## src/rtl/demux_1_to_4_buf_if.sv

```systemverilog
// Handshake bundle between a source, the 1-to-4 demux and its four sinks.
// Master is the source/sink side of the bench or fabric; slave is the demux itself.
interface demux_1_to_4_buf_if #(
    parameter int DATA_WIDTH = 32
);
    logic                  in_valid;
    logic                  in_ready;
    logic [1:0]            in_sel;
    logic [DATA_WIDTH-1:0] in_data;
    logic [3:0]            out_valid;
    logic [3:0]            out_ready;
    logic [DATA_WIDTH-1:0] out1;
    logic [DATA_WIDTH-1:0] out2;
    logic [DATA_WIDTH-1:0] out3;
    logic [DATA_WIDTH-1:0] out4;
    logic [1:0]            count;

    modport master (
        output in_valid, in_sel, in_data, out_ready,
        input  in_ready, out_valid, out1, out2, out3, out4, count
    );

    modport slave (
        input  in_valid, in_sel, in_data, out_ready,
        output in_ready, out_valid, out1, out2, out3, out4, count
    );
endinterface

```

## src/rtl/demux_1_to_4_buf.sv

```systemverilog
// Purpose: steers each buffered source word to one of four sinks chosen by its select.
// Latency: 1 cycle from push to out_valid; no combinational bypass.
// Backpressure: 2-entry FIFO; in_ready = not full, strict order, head-of-line blocking.
module demux_1_to_4_buf #(
    parameter int DATA_WIDTH = 32,
    parameter int DEPTH      = 2
) (
    input  logic                 clk,
    input  logic                 rst_n,
    demux_1_to_4_buf_if.slave    bus
);
    typedef struct packed {
        logic [1:0]            sel;
        logic [DATA_WIDTH-1:0] data;
    } entry_t;

    entry_t     mem [DEPTH];
    logic       rd_ptr;
    logic       wr_ptr;
    logic [1:0] cnt;

    entry_t     head;
    logic       push;
    logic       pop;
    logic       full;
    logic       empty;

    assign head  = mem[rd_ptr];
    assign full  = (cnt == 2'(DEPTH));
    assign empty = (cnt == 2'd0);

    // in_ready depends on occupancy only, so a full buffer stays closed during a pop.
    assign push = bus.in_valid && !full;
    assign pop  = !empty && bus.out_ready[head.sel];

    assign bus.in_ready = !full;
    assign bus.count    = cnt;

    always_ff @(posedge clk or negedge rst_n) begin
        if (!rst_n) begin
            rd_ptr <= 1'b0;
            wr_ptr <= 1'b0;
            cnt    <= 2'd0;
        end else begin
            if (push) begin
                wr_ptr <= ~wr_ptr;
            end
            if (pop) begin
                rd_ptr <= ~rd_ptr;
            end
            case ({push, pop})
                2'b10:   cnt <= cnt + 2'd1;
                2'b01:   cnt <= cnt - 2'd1;
                default: cnt <= cnt;
            endcase
        end
    end

    // Storage is deliberately left out of reset; count gates every read of it.
    always_ff @(posedge clk) begin
        if (push) begin
            mem[wr_ptr] <= '{sel: bus.in_sel, data: bus.in_data};
        end
    end

    always_comb begin
        bus.out_valid = 4'b0000;
        bus.out1      = '0;
        bus.out2      = '0;
        bus.out3      = '0;
        bus.out4      = '0;
        if (!empty) begin
            bus.out_valid = 4'b0001 << head.sel;
            case (head.sel)
                2'd0:    bus.out1 = head.data;
                2'd1:    bus.out2 = head.data;
                2'd2:    bus.out3 = head.data;
                default: bus.out4 = head.data;
            endcase
        end
    end
endmodule

```

## src/flat_wrapper.sv

```systemverilog
// flat-port wrapper written by rule: the top's interface ports become plain ports
module demux_1_to_4_buf_flat 
#(
    parameter int DATA_WIDTH = 32,
    parameter int DEPTH      = 2
)
  (clk, rst_n, bus_in_valid, bus_in_sel, bus_in_data, bus_out_ready, bus_in_ready, bus_out_valid, bus_out1, bus_out2, bus_out3, bus_out4, bus_count);
  demux_1_to_4_buf_if #(.DATA_WIDTH(DATA_WIDTH)) bus_i ();
  input  logic clk;
  input  logic rst_n;
  input wire logic [$bits(bus_i.in_valid)-1:0] bus_in_valid;
  input wire logic [$bits(bus_i.in_sel)-1:0] bus_in_sel;
  input wire logic [$bits(bus_i.in_data)-1:0] bus_in_data;
  input wire logic [$bits(bus_i.out_ready)-1:0] bus_out_ready;
  output wire logic [$bits(bus_i.in_ready)-1:0] bus_in_ready;
  output wire logic [$bits(bus_i.out_valid)-1:0] bus_out_valid;
  output wire logic [$bits(bus_i.out1)-1:0] bus_out1;
  output wire logic [$bits(bus_i.out2)-1:0] bus_out2;
  output wire logic [$bits(bus_i.out3)-1:0] bus_out3;
  output wire logic [$bits(bus_i.out4)-1:0] bus_out4;
  output wire logic [$bits(bus_i.count)-1:0] bus_count;
  assign bus_i.in_valid = bus_in_valid;
  assign bus_i.in_sel = bus_in_sel;
  assign bus_i.in_data = bus_in_data;
  assign bus_i.out_ready = bus_out_ready;
  assign bus_in_ready = bus_i.in_ready;
  assign bus_out_valid = bus_i.out_valid;
  assign bus_out1 = bus_i.out1;
  assign bus_out2 = bus_i.out2;
  assign bus_out3 = bus_i.out3;
  assign bus_out4 = bus_i.out4;
  assign bus_count = bus_i.count;
  demux_1_to_4_buf #(.DATA_WIDTH(DATA_WIDTH), .DEPTH(DEPTH)) u_core (.clk(clk), .rst_n(rst_n), .bus(bus_i));
endmodule
```

## config.mk

```make
export PLATFORM = sky130hd
export DESIGN_NAME = demux_1_to_4_buf_flat
export DESIGN_NICKNAME = d
export VERILOG_FILES = /design/src/rtl/demux_1_to_4_buf_if.sv /design/src/rtl/demux_1_to_4_buf.sv /design/src/flat_wrapper.sv
export SDC_FILE = /design/constraint.sdc
export NUM_CORES = 1
export LEC_CHECK = 0
export BUFFER_PORTS_ARGS = -buffer_cell sky130_fd_sc_hd__buf_2
export CORE_MARGIN = 2
export CORE_UTILIZATION = 40
export CTS_BUF_LIST = sky130_fd_sc_hd__clkbuf_8 sky130_fd_sc_hd__clkbuf_16
export CTS_CLUSTER_DIAMETER = 60
export DETAILED_ROUTE_END_ITERATION = 10
export GPL_ROUTABILITY_DRIVEN = 1
export PLACE_DENSITY = 0.72
export SLEW_MARGIN = 15
export SYNTH_ARGS = -nofsm -noshare
export SYNTH_HDL_FRONTEND = slang
export SYNTH_SLANG_ARGS = --single-unit
```

## constraint.sdc

```tcl
create_clock -name clk -period 2.9 [get_ports clk]
set_input_delay 0.58 -clock clk [delete_from_list [all_inputs] [get_ports clk]]
set_output_delay 0.58 -clock clk [all_outputs]
set_load 0.1 [all_outputs]
```

Word-level counts from Yosys, hierarchy flattened
Memory sizes are Yosys's and may differ from the RTL's.
Index checks and enable logic that the tools add are counted.
Operators by class
  $add $sub $neg: 2
  $lt $le $gt $ge: 1
  equality and inequality tests: 5
  shift-type cells: 1
  multiplexer cells: 14
  bitwise gates (word level): 2
  reduce and logical (&&, ||, !) cells: 8
Operator list (count)
  32-bit 2-to-1 mux: 8
  2-bit equality test (second input constant): 3
  2-bit by 1-bit equality test with 1-bit output (second input constant): 2
  2-bit zero test: 2
  4-bit 2-to-1 mux: 1
  2-bit one-hot mux with 2 select lines: 1
  1-bit by 2-bit << shifter with 4-bit output (first input constant): 1
  2-bit by 3-bit < comparator with 1-bit output (second input constant): 1
  1-bit 2-to-1 mux: 3
  3-bit OR reduction: 1
  2-bit by 1-bit adder with 2-bit output (second input constant): 1
  1-bit binary-select mux with 2-bit select: 1
  1-bit logical AND: 2
  1-bit zero test: 2
  1-bit inverter: 2
  2-bit nonzero test: 1
  2-bit by 1-bit subtractor with 2-bit output (second input constant): 1
Storage, ports and cells
  bits in registers: 4
  RAM bits: 68
  input bits: 41
  output and inout bits: 135
  word-level logic and storage cells: 37
  memories: 1
Memories
  u_core.mem: words 2, width 34, read ports 1, clocked after Yosys merged registers in 0, write ports 1, line demux_1_to_4_buf.sv:17  | entry_t mem [DEPTH];

Logic depth before layout (Yosys ltp)
Gate-level depths: netlist (run 1).
An unclocked memory read counts as a cell.
  depth in word-level cells: 6
  depth in mapped cells: 9
  mapped depth without buffers: 7

Least setup slack after synthesis (run 1)
OpenSTA, ideal clock, no wires.
  path type: reg2reg
  start: register u_core.cnt[0] (netlist: u_core.bus.count[0])
  end: memory u_core.mem[0][0] (netlist bit), enable pin
  library setup time: 0.425 ns
  arrival: 3.627 ns
  required time: 2.475 ns
  slack: -1.153 ns
  stages on the path, launching flop included: 4
  buffers on the path: 0
  clock period less this slack: 4.053 ns
  cell sequence: dfrtp_1 > nand2b_1 > nand2_1 > nor2_1
On the way
  cells in the longest elaborated chain, start to end: 5
Ends and longest elaborated chain
  start: declaration: line demux_1_to_4_buf.sv:20  | logic [1:0] cnt;
  start signal: assignment: line demux_1_to_4_buf.sv:52  | 2'b10: cnt <= cnt + 2'd1;
  start signal: assignment: line demux_1_to_4_buf.sv:53  | 2'b01: cnt <= cnt - 2'd1;
  start signal: assignment: line demux_1_to_4_buf.sv:54  | default: cnt <= cnt;
  2-bit equality test: line demux_1_to_4_buf.sv:29  | assign full = (cnt == 2'(DEPTH));
  1-bit zero test
  net bus_in_ready: line flat_wrapper.sv:15  | output wire logic [$bits(bus_i.in_ready)-1:0] bus_in_ready;
  1-bit logical AND: line demux_1_to_4_buf.sv:33  | assign push = bus.in_valid && !full;
  1-bit 2-to-1 mux: line demux_1_to_4_buf.sv:61  | if (push) begin
  1-bit 2-to-1 mux (not written as such): line demux_1_to_4_buf.sv:62  | mem[wr_ptr] <= '{sel: bus.in_sel, data: bus.in_data};
  end: declaration: line demux_1_to_4_buf.sv:17
The timed path passes the listed nets, and every way through them passes these cells.

Worst setup path after layout (run 1)
  start: register u_core.rd_ptr
  end: output bus_out2[28]
On the way
  cells in the longest elaborated chain, start to end: 4
Ends and longest elaborated chain
  start: declaration: line demux_1_to_4_buf.sv:18  | logic rd_ptr;
  start signal: assignment: line demux_1_to_4_buf.sv:49  | rd_ptr <= ~rd_ptr;
  memory 2 x 34 bit *
  2-bit by 1-bit equality test with 1-bit output: line demux_1_to_4_buf.sv:74  | case (head.sel)
  32-bit 2-to-1 mux *: line demux_1_to_4_buf.sv:74
  32-bit 2-to-1 mux *: line demux_1_to_4_buf.sv:72  | if (!empty) begin
  end: declaration: line flat_wrapper.sv:18  | output wire logic [$bits(bus_i.out2)-1:0] bus_out2;
Mark *: on every way between the ends. The rest lies on a longest branch, timed or not.

==> impl_metrics.json, run 1 <==
{
  "dr.pass1.iters": 4,
  "die-area_um2": 9220,
  "htree_levels": 3,
  "clock_latency_ps": 360,
  "critPathRequiredTime_ps": 2320,
  "final_hold_viol_count": 0,
  "tightest_slew_ps": 845,
  "globalplace.congestion": 0.703,
  "cts.reportedPaths.clkPinSlew_ps": 80,
  "path_max_fanout": 40,
  "maxSlewHeadroom_pct": 43.7,
  "coreArea_um2": 8220,
  "syn_area_um2": 3390,
  "yosysMostFrequentCell": "nor2_1",
  "die_w_um": 96.0,
  "vias_per_cell": 5.05,
  "drive_gt1_share_pct": 73.6,
  "rows": 33,
  "initial_core_util_pct": 41.2,
  "hpwl_um": 8900,
  "max_cap_violations": 0,
  "grt_pass1_vias": 3197,
  "rr_startpoint": "u_core.rd_ptr",
  "synth-seq-cells": 72,
  "clock_path_buffers": 2,
  "endpoint_kind": "primary output",
  "rr_worst_depth": 7,
  "overflow": 0,
  "finalCriticalPeriod_ps": 2840,
  "setup_slack_ps": 55.5,
  "dr.first_iter.drc_count": 105,
  "crit_path_start": "u_core.rd_ptr",
  "numCtsBuffers": 9,
  "crit_arrival_ps": 2260,
  "grt_antenna_before_repair": 1,
  "die_h_um": 96.0,
  "synth.avg_cell_area_um2": 11.8,
  "fin_crit_sh_pct": 98.1,
  "finalSetupViolCount": 0,
  "synth_ff_type": "edfxtp_1",
  "area_delta_synth_final_pct": 117,
  "grt_pass1_wl_um": 17400,
  "yosysWarnings": 0,
  "io_pins": 176,
  "crit_end": "bus_out2[28]",
  "clock_skew_ps": 12.6,
  "synth_area_leaders": "edfxtp_1, nor2_1, mux2i_1, nor2_2, dfrtp_1",
  "grt_max_degree": 41,
  "synth_edf_count": 68,
  "yosysSeqAreaShare_pct": 63.2,
  "clock.fmax_mhz": 352,
  "synth_top_area_share_pct": 60.3,
  "cts.root.buffer_cell": "clkbuf_8",
  "clkSinkCount": 72,
  "synth.top_cells.by_count": "nor2_1, edfxtp_1, mux2i_1, nor2_2, buf_2",
  "drc": 0,
  "fin_util_pct": 89.4,
  "synthDistinctLibCells": 27,
  "syn_inst": 288,
  "startpoint_type": "register",
  "grt_usage_pct": 26.1,
  "r2r_end": "u_core.bus.count[1]",
  "vias": 3043,
  "wirelength_um": 12600,
  "hp-class": "in -> async",
  "synthArstFlopShare_pct": 5.56,
  "critPathKind": "reg -> out",
  "antenna_left": 0,
  "drt-wirelength-per-cell_um": 20.9,
  "numPortBuffers": 175,
  "place_ws_ps": 304,
  "cts_tree": "built",
  "synth_top_cell_by_area": "edfxtp_1",
  "finalMaxSlewViolations": 0,
  "status": "finished clean",
  "antenna_cells": 0,
  "syn_nets": 330,
  "nets": 534,
  "r2r_slack_ps": 710
}
==> registers in the layout, summed over array words and instances, names as in the netlist <==
register,count
u_core.bus.count,2
u_core.mem,68
u_core.rd_ptr,1
u_core.wr_ptr,1
==> logic make-up (layout without fill, tap and decap cells) <==
family,Yosys count,in the layout,synth area share (%)
fa+ha+maj,1,1,0.369
buf+inv,24,233,4.32
xor+xnor,5,5,1.29
compound gates,6,6,1.14
flops,72,72,63.2
simple gates,146,146,19.5
mux,34,34,10.2
==> worst max-delay path: stages, from the launching register on <==
cell,delay (ps)
dfrtp_2,420
buf_6,410
mux2i_1,680
nor2_2,150
buf_12,210
==> worst min-delay path by stage <==
stage | startpoint | to | slack (ps) | depth (start not counted)
floorplan | rst_n | u_core.bus.count[0] | 280 | 0
global placement | rst_n | u_core.wr_ptr | 390 | 1
detailed placement | rst_n | u_core.wr_ptr | 390 | 1
CTS | rst_n | u_core.wr_ptr | 10 | 1
global route | rst_n | u_core.bus.count[1] | 20 | 1
finish | rst_n | u_core.wr_ptr | 20 | 1
==> per-stage QoR <==
stage,hold slack (ps),std cells,setup TNS [ps],cell area [um2]
2_1_floorplan,284,288,-283,3950
3_3_place_gp,389,574,0,7030
3_5_place_dp,392,574,0,7030
4_1_cts,14.9,590,-535,7240
5_1_grt,24.0,602,-189,7350
6_report,19.5,602,0,7350
==> repair_timing <==
action,CTS,global route
pin swaps,0,1
endpoints found under the setup margin,18,69
cloned,0,0
gates resized for setup,0,5
setup buffers,0,12
hold buffers,0,0
==> final cells by class <==
cell class / instances / area [um2]
clock buffer: 9 / 124
sequential: 72 / 2150
fill: 328 / 870
tap: 105 / 131
inverter: 4 / 15.0
clock inverter: 7 / 86.3
multi-input combinational: 192 / 1680
timing repair buffer: 213 / 3160
==> layer usage <==
metal	part of all wire [%]	vias up	global-route usage, %	wire length, um
li1	-	1392	-	-
met1	34	1495	28.1	4310
met2	56	135	49.1	7100
met3	7.1	21	6.19	887
met4	2.2	0	9.52	278
met5	0	-	0	0
==> placed cells by master (no fill, tap or decap), drive strengths merged, types with 2 or more instances in the layout <==
master,Yosys,final
and4b,2,2
nor2,133,133
nand2,2,2
bufinv,0,2
clkinv,0,5
nor3b,2,2
buf,16,213
a41oi,2,2
clkbuf,4,9
inv,4,4
o21ai,3,3
dfrtp,4,4
xnor2,3,3
mux2i,33,33
xor2,2,2
nand2b,2,2
edfxtp,68,68
Power of run 1 is not shown: default switching activity piles up to over one toggle a cycle in this logic, so the estimate is an artifact.
==> run 2, diff against run 1 <==
--- a/config.mk
+++ b/config.mk
@@ -12,7 +12,7 @@
 export CTS_CLUSTER_DIAMETER = 60
 export DETAILED_ROUTE_END_ITERATION = 10
 export GPL_ROUTABILITY_DRIVEN = 1
-export PLACE_DENSITY = 0.72
+export PLACE_DENSITY_LB_ADDON = 0.15
 export SLEW_MARGIN = 15
 export SYNTH_ARGS = -nofsm -noshare
 export SYNTH_HDL_FRONTEND = slang
==> run 2 against run 1 <==
Compared with the run above:
- die area is the same
- clock-buffer cell count rose by 2
- flip-flop and latch count unchanged
- critical path type unchanged
- critical endpoint is now bus_out1[13]
==> impl_metrics.json, run 2 (synthesized netlist as in run 1, its figures left out) <==
{
  "status": "finished clean",
  "layout_commonest_cell": "buf_12",
  "crit_arrival_ps": 2220,
  "rows": 33,
  "critPathKind": "reg -> out",
  "endpoint_kind": "primary output",
  "m1WireLength_um": 4050,
  "grt_pass1_wl_um": 18100,
  "clock_path_buffers": 2,
  "max_cap_violations": 0,
  "hold_buffers": 0,
  "wirelength_um": 12200,
  "nets": 523,
  "place_ws_ps": 447,
  "hp-class": "in -> async",
  "finalSetupViolCount": 0,
  "clock.fmax_mhz": 357,
  "tightest_slew_ps": 856,
  "area_delta_synth_final_pct": 114,
  "overflow": 0,
  "critPathSlowestCell": "or2_2",
  "cts.reportedPaths.clkPinSlew_ps": 80,
  "clkSinkCount": 72,
  "drc": 0,
  "drive_gt1_share_pct": 73.0,
  "die_w_um": 96.0,
  "hpwl_um": 8460,
  "largest_reg_flops": 68,
  "grt_usage_pct": 27.2,
  "grt_max_degree": 35,
  "clock_skew_ps": 10.3,
  "htree_levels": 3,
  "largest_register": "u_core.mem",
  "cts.root.buffer_cell": "clkbuf_8",
  "numCtsBuffers": 9,
  "grt_antenna_before_repair": 0,
  "cts_tree": "built",
  "post-cts-setup-buffers": 0,
  "final_cell_mix": "buf_12, edfxtp_1, nor2_2",
  "slowest_delay_ps": 580,
  "fin_area_um2": 7250,
  "path_max_fanout": 11,
  "die_h_um": 96.0,
  "cts_resized": 0,
  "drt-wirelength-per-cell_um": 20.7,
  "vias": 3028,
  "die-area_um2": 9220,
  "startpoint_type": "register",
  "rsz0062_at_grt": "false",
  "maxSlewHeadroom_pct": 42.9,
  "grt_pass1_vias": 3301,
  "dr_wl_met3_um": 840,
  "vias_per_cell": 5.12,
  "maxUsedRoutingLayer": "met4",
  "fin_crit_sh_pct": 96.6,
  "dpl_cell_area_um2": 7040,
  "fin_util_pct": 88.3,
  "dr.pass1.iters": 4,
  "io_pins": 176,
  "dr.first_iter.drc_count": 144,
  "final_hold_viol_count": 0,
  "numPortBuffers": 175,
  "antenna_left": 0,
  "globalplace.congestion": 0.726,
  "crit_path_cell_trace": "mux2i_1, o21ai_1, or2_2, nor2_4, buf_12",
  "antenna_cells": 0,
  "critPathRequiredTime_ps": 2320,
  "setup_slack_ps": 99.9,
  "coreArea_um2": 8220,
  "wl_met2_um": 6920,
  "initial_core_util_pct": 41.2,
  "clock_latency_ps": 330,
  "finalCriticalPeriod_ps": 2800,
  "finalMaxSlewViolations": 0
}
==> run 2: cell types whose count changed in the layout (fill, tap and decap cells not counted), sizes merged <==
| cell | previous run | this run |
|---|---|---|
| buf | 213 | 201 |
| clkinv | 5 | 2 |
| clkbuf | 9 | 11 |
| clkinvlp | 0 | 2 |
| bufinv | 2 | 1 |
| or2 | 1 | 2 |
==> run 2: per-stage QoR <==
stage               cells  setup TNS (ps)  hold slack, ps
global route          591               0            28.0
floorplan             288            -283             284
global placement      574               0             389
detailed placement    574               0             395
finish                591               0            40.2
CTS                   590               0            29.0
==> run 2: final timing paths <==
| kind | cells after the start | from | end | slack (ps) |
|---|---|---|---|---|
| worst max register to register | 7 | u_core.rd_ptr | u_core.bus.count[1] | 690 |
| max in group asynchronous | 1 | rst_n | u_core.rd_ptr | 2720 |
| worst min register to register | 1 | u_core.bus.count[1] | u_core.bus.count[1] | 540 |
| worst min-delay path | 1 | rst_n | u_core.bus.count[1] | 40 |
| min in group clk | 1 | bus_in_data[23] | u_core.mem[1][23] | 420 |
| worst max-delay path | 5 | u_core.mem[1][33] | bus_out1[13] | 100 |
==> run 2: final cells by class <==
class                      instances  area (um2)
timing repair buffer             201        3080
sequential                        72        2150
multi-input combinational        193        1680
fill                             352         963
clock buffer                      11         151
tap                              105         131
clock inverter                     5        55.1
inverter                           4        15.0
==> run 2: worst max-delay path, delay by kind of cell (launching register included) <==
family | cells | cell delay [ps]
AND/OR/NAND/NOR | 2 | 780
flip-flops | 1 | 470
multiplexers | 1 | 260
buffers and inverters | 1 | 190
AO/OA/AOI/OAI | 1 | 180
==> run 2: per-layer routing <==
layer,vias to the layer above,global-route usage (%)
li1,1373,-
met1,1476,27.2
met2,143,51.4
met3,36,7.05
met4,0,13.7
met5,-,0
Power of run 2 is left out for the same reason.
